<file path="src/rtl/llrf_lb_arb.sv">
`default_nettype none
// +----------------------------------------------------------------------------+
// | llrf_lb_arb: host-FIFO / sequencer write arbiter for the llrf local bus.  |
// | Optional: LB_ARB_FAIR_EN enables host/sequencer round-robin.  Rev 1.0     |
// +----------------------------------------------------------------------------+
module llrf_lb_arb #(
  parameter int FIFO_AW = 2,
  parameter int AW      = 16,
  parameter int DW      = 32
) (
  input  logic               clk,
  input  logic               rst,
  input  logic [DW-1:0]      host_data,
  input  logic [AW-1:0]      host_addr,
  input  logic               host_write,
  input  logic [DW-1:0]      seq_data,
  input  logic [AW-1:0]      seq_addr,
  input  logic               seq_req,
  output logic               seq_ack,
  input  logic               hold,
  output logic [DW-1:0]      lb_data,
  output logic [AW-1:0]      lb_addr,
  output logic               lb_write,
  output logic [FIFO_AW:0]   fifo_level,
  output logic               overflow,
  input  logic               overflow_clr
);

  localparam int                 c_DEPTH      = 1 << FIFO_AW;
  localparam logic [FIFO_AW:0]   c_FULL_COUNT = (FIFO_AW+1)'(c_DEPTH);

  typedef enum logic [1:0] {
    IDLE = 2'd0,
    HOST = 2'd1,
    SEQ  = 2'd2
  } state_t;

  state_t                r_state;
  state_t                w_state_nxt;

  logic [AW+DW-1:0]      r_mem [c_DEPTH];
  logic [FIFO_AW-1:0]    r_wptr;
  logic [FIFO_AW-1:0]    r_rptr;
  logic [FIFO_AW:0]      r_count;
  logic                  r_overflow;
  logic                  r_lb_write;
  logic [AW-1:0]         r_lb_addr;
  logic [DW-1:0]         r_lb_data;
  logic                  r_seq_ack;

  logic                  w_empty;
  logic                  w_full;
  logic                  w_host_win;
  logic                  w_grant_host;
  logic                  w_grant_seq;
  logic                  w_push_ok;
  logic                  w_drop;
  logic [AW+DW-1:0]      w_head;

  assign w_empty = (r_count == '0);
  assign w_full  = (r_count == c_FULL_COUNT);
  assign w_head  = r_mem[r_rptr];

`ifdef LB_ARB_FAIR_EN
  // Remembers the last granted source; reset value makes the host win first.
  logic r_last_host;

  assign w_host_win = !w_empty && (!seq_req || !r_last_host);

  always_ff @(posedge clk or posedge rst) begin
    if (rst) begin
      r_last_host <= 1'b0;
    end else if (w_grant_host || w_grant_seq) begin
      r_last_host <= w_grant_host;
    end
  end
`else
  assign w_host_win = !w_empty;
`endif

  always_comb begin
    w_state_nxt  = r_state;
    w_grant_host = 1'b0;
    w_grant_seq  = 1'b0;
    case (r_state)
      IDLE: begin
        if (!hold) begin
          if (w_host_win) begin
            w_grant_host = 1'b1;
            w_state_nxt  = HOST;
          end else if (seq_req) begin
            w_grant_seq  = 1'b1;
            w_state_nxt  = SEQ;
          end
        end
      end
      HOST:    w_state_nxt = IDLE;
      SEQ:     w_state_nxt = IDLE;
      default: w_state_nxt = IDLE;
    endcase
  end

  // A push into a full FIFO survives only when the head leaves in the same cycle.
  assign w_push_ok = host_write && (!w_full || w_grant_host);
  assign w_drop    = host_write && w_full && !w_grant_host;

  always_ff @(posedge clk) begin
    if (w_push_ok) begin
      r_mem[r_wptr] <= {host_addr, host_data};
    end
  end

  always_ff @(posedge clk or posedge rst) begin
    if (rst) begin
      r_state    <= IDLE;
      r_wptr     <= '0;
      r_rptr     <= '0;
      r_count    <= '0;
      r_overflow <= 1'b0;
    end else begin
      r_state <= w_state_nxt;
      if (w_push_ok) begin
        r_wptr <= r_wptr + 1'b1;
      end
      if (w_grant_host) begin
        r_rptr <= r_rptr + 1'b1;
      end
      case ({w_push_ok, w_grant_host})
        2'b10:   r_count <= r_count + 1'b1;
        2'b01:   r_count <= r_count - 1'b1;
        default: r_count <= r_count;
      endcase
      if (w_drop) begin
        r_overflow <= 1'b1;
      end else if (overflow_clr) begin
        r_overflow <= 1'b0;
      end
    end
  end

  // Bus registers load only on a grant so address/data never move without a strobe.
  always_ff @(posedge clk or posedge rst) begin
    if (rst) begin
      r_lb_write <= 1'b0;
      r_lb_addr  <= '0;
      r_lb_data  <= '0;
      r_seq_ack  <= 1'b0;
    end else begin
      r_lb_write <= w_grant_host || w_grant_seq;
      r_seq_ack  <= w_grant_seq;
      if (w_grant_host) begin
        {r_lb_addr, r_lb_data} <= w_head;
      end else if (w_grant_seq) begin
        r_lb_addr <= seq_addr;
        r_lb_data <= seq_data;
      end
    end
  end

  assign lb_write   = r_lb_write;
  assign lb_addr    = r_lb_addr;
  assign lb_data    = r_lb_data;
  assign seq_ack    = r_seq_ack;
  assign fifo_level = r_count;
  assign overflow   = r_overflow;

endmodule
`default_nettype wire
</file>
<file path="config.mk">
export PLATFORM = sky130hd
export DESIGN_NAME = llrf_lb_arb
export DESIGN_NICKNAME = d
export VERILOG_FILES = /design/src/rtl/llrf_lb_arb.sv
export SDC_FILE = /design/constraint.sdc
export NUM_CORES = 1
export LEC_CHECK = 0
export CORE_ASPECT_RATIO = 2
export CORE_MARGIN = 8
export CORE_UTILIZATION = 55
export CTS_BUF_LIST = sky130_fd_sc_hd__clkbuf_8
export DETAILED_ROUTE_END_ITERATION = 8
export MAX_ROUTING_LAYER = met4
export PLACE_DENSITY = 0.82
export SYNTH_ARGS = -nofsm -noshare
export SYNTH_HDL_FRONTEND = slang
export SYNTH_SLANG_ARGS = --single-unit
export TNS_END_PERCENT = 20
</file>
<file path="constraint.sdc">
create_clock -name clk -period 3.04 [get_ports clk]
set_input_delay 0.304 -clock clk [delete_from_list [all_inputs] [get_ports clk]]
set_output_delay 0.304 -clock clk [all_outputs]
set_load 0.03 [all_outputs]
</file>
==> flow_summary_export.csv <==
group,metric,value,unit
worst_setup_path,start_kind,"flip-flop",
floorplan,die_x,110,µm
timing,post-route-period-util,75.8,%
floorplan,die_area,22600,µm²
worst_setup_path,cp.depth,8,
worst_setup_path,cpMaxStageDelayCell,"or3_1",
timing,setup_viol,0,
drt,via_per_inst,5.53,
grt,grt_overflow_total,0,
pwr,finalPower,11.6,mW
grt,grt_start_max_net_pins,100,
placement,dp.cells,882,
drt,dr.first_iter.drc_count,206,
timing,grt_setup_unrepaired,"false",
clock_tree,clock_path_buffers,3,
logic_synthesis,synth_top_area_share,58.8,%
timing,fin_crit,2300,ps
timing,fmax,434,MHz
clock_tree,postCtsResizedCells,0,
logic_synthesis,synth.cell_area,9810,µm²
layout,layout_commonest_cell,"edfxtp_1",
layout,drive_gt1_share,16.5,%
logic_synthesis,yosys.area.top_type,"edfxtp_1",
placement,place_area,11700,µm²
layout,utilization,69.9,%
layout,num_antenna_cells,0,
logic_synthesis,synth-seq-cells,252,
worst_setup_path,critPathCaptureType,"flip-flop",
clock_tree,postCtsHoldBufs,0,
clock_tree,cts_tree,"done",
timing,finalHoldViolations,0,
worst_setup_path,rr_endpoint,"fifo_level[2]",
worst_setup_path,worstSetupPathType,"flip-flop to flip-flop",
layout,num-nets-final,813,
floorplan,num_io_pins,156,
grt,antenna_found_initial,0,
placement,gp_congestion,0.721,
floorplan,row_count,69,
logic_synthesis,synth_area_leaders,"edfxtp_1 (59%), dfrtp_1 (15%), mux4_2 (11%)",
layout,final_cell_area,12300,µm²
logic_synthesis,yosys_warnings,0,
timing,finClkSkew,12.7,ps
worst_setup_path,crit_chain,"or3_1, nor2_4, nand2_1, fa_1, nor2b_1, nand2_1, a32oi_1, o21ai_0",
worst_setup_path,critical_path.max_stage_delay,530,ps
timing,setup_tns,0,ps
clock_tree,clk_pin_slew,60,ps
layout,fin_cells,945,
drt,antenna_violating_nets_post_route,0,
worst_setup_path,crit_buf_inv,0,
worst_setup_path,r2r_setup_slack,740,ps
grt,grt_pass1_wl,30.5,mm
floorplan,die_h,205,µm
logic_synthesis,synthCells,525,
worst_setup_path,reg2regPathDepth,8,
worst_setup_path,crit_path_start,"r_state[1]",
drt,dr.pass1.iters,4,
layout,mostFrequentLayoutCells,"edfxtp_1 (192), clkdlybuf4s50_1 (155), dfrtp_1 (58), nand2_1 (52)",
worst_setup_path,crit_top_cell,"nand2_1",
floorplan,core_area,17600,µm²
worst_setup_path,r2r_start,"r_state[1]",
worst_setup_path,cp_max_fo,7,
drt,wl,18.9,mm
worst_setup_path,required,3400,ps
grt,grt_pass1_vias,5844,
clock_tree,cts_buffers,35,
worst_setup_path,crit_arrival,2660,ps
clock_tree,cts-root-buf,"clkbuf_8",
logic_synthesis,syn_area_per_cell,18.7,µm²
clock_tree,clk_latency,490,ps
status,outcome,"finished clean",
timing,final-max-slew-violation-count,0,
floorplan,start_util,55.7,%
drt,vias,5224,
layout,area_growth,25.5,%
clock_tree,numClockSinks,252,
clock_tree,h-tree-depth,2,
pwr,peakVddDrop,0.644,mV
grt,track_usage,17.2,%
pwr,p_leak,4.47,nW
drt,drc,0,
timing,tightest_slew,810,ps
worst_setup_path,crit_family,"simple AND/OR/NAND/NOR gates",
timing,slew_headroom,46.0,%
logic_synthesis,ys_seq_area_share,74.1,%
logic_synthesis,syn_nets,632,
job,cap_viol_max_count,0,
worst_hold_path,min_path_type,"input port to async pin",
pwr,power_density,940,nW/µm²
clock_tree,cts_setup_buffers,0,
placement,port_buffers,155,
logic_synthesis,ys_types,38,
worst_setup_path,crit_end,"fifo_level[2]",
placement,dp_hpwl,12.2,mm
drt,wire_per_inst,20.0,µm
[area by class of cell]
type                       instances  area, µm²
clock inverter                    24       93.8
multi-input combinational        237       2340
inverter                           8       30.0
fill                            1172       5310
tap                              213        267
clock buffer                      39        537
sequential                       252       7270
timing repair buffer             172       1770
[cells in the mapped netlist]
| library cell | number |
|---|---|
| clkbuf_1 | 4 |
| a21oi_1 | 1 |
| and2_1 | 5 |
| nand4_1 | 1 |
| o221ai_1 | 2 |
| mux2i_1 | 48 |
| xnor2_1 | 2 |
| inv_1 | 8 |
| xor2_1 | 2 |
| nand2_2 | 2 |
| mux4_2 | 48 |
| nand2_1 | 52 |
| clkbuf_2 | 4 |
| and3_1 | 2 |
| a31oi_2 | 1 |
| buf_4 | 4 |
| edfxtp_1 | 192 |
| ha_1 | 4 |
| nor2_4 | 1 |
| nor2b_1 | 1 |
| o21ai_1 | 20 |
| nor4b_1 | 1 |
| nor3_4 | 1 |
| o22a_1 | 1 |
| or3_1 | 1 |
| buf_1 | 1 |
| a32oi_1 | 1 |
| fa_1 | 1 |
| dfrtp_1 | 60 |
| buf_8 | 2 |
| nand3_1 | 2 |
| xnor2_2 | 1 |
| buf_2 | 11 |
| nor2_1 | 1 |
| o21ai_0 | 33 |
| nor3_1 | 1 |
| buf_6 | 2 |
| a31oi_1 | 1 |
[cell families after synthesis]
| family | share of synthesized area (%) |
|---|---|
| AOI/OAI and AO/OA | 3.30 |
| xor gates and xnor gates | 0.523 |
| adders and majority gates | 0.715 |
| buffers and inverters | 2.11 |
| DFF | 74.1 |
| muxes | 15.9 |
| and+or+nand+nor | 3.32 |
[sequential cells by signal, summed over array words and instances (netlist names)]
| name | flops |
|---|---|
| r_wptr | 2 |
| lb_write | 1 |
| seq_ack | 1 |
| r_state | 2 |
| r_rptr | 2 |
| lb_data | 32 |
| lb_addr | 16 |
| r_mem | 192 |
| overflow | 1 |
| fifo_level | 3 |
[power breakdown]
part / switching [mW] / leakage, nW / internal, mW
clock network: 1.14 / 0.389 / 1.18
logic: 2.18 / 1.59 / 1.92
registers: 0.487 / 2.49 / 4.67
[metal layers]
metal	part of all wire (%)	track usage, %	routed length [µm]
met3	5.6	3.64	1060
met4	2.1	5.49	392
met2	51	29.2	9580
met5	0	-	0
met1	42	20.1	7830
[tightest hold or removal path: stages]
cell             delay, ps
clkdlybuf4s50_1        420
inv_2                   50
buf_4                  630
[worst min-delay path by stage]
stage	endpoint	slack [ps]
2_1_floorplan	overflow	400
4_1_cts	overflow	360
3_5_place_dp	overflow	530
5_1_grt	overflow	360
6_report	fifo_level[0]	390
3_3_place_gp	overflow	530
[stage by stage]
stage               hold WS, ps  setup WS [ps]
floorplan                   400            239
global placement            526            461
detailed placement          529            380
CTS                         356            727
global route                355            591
finish                      386            736
(Power assumes the default switching activity.)
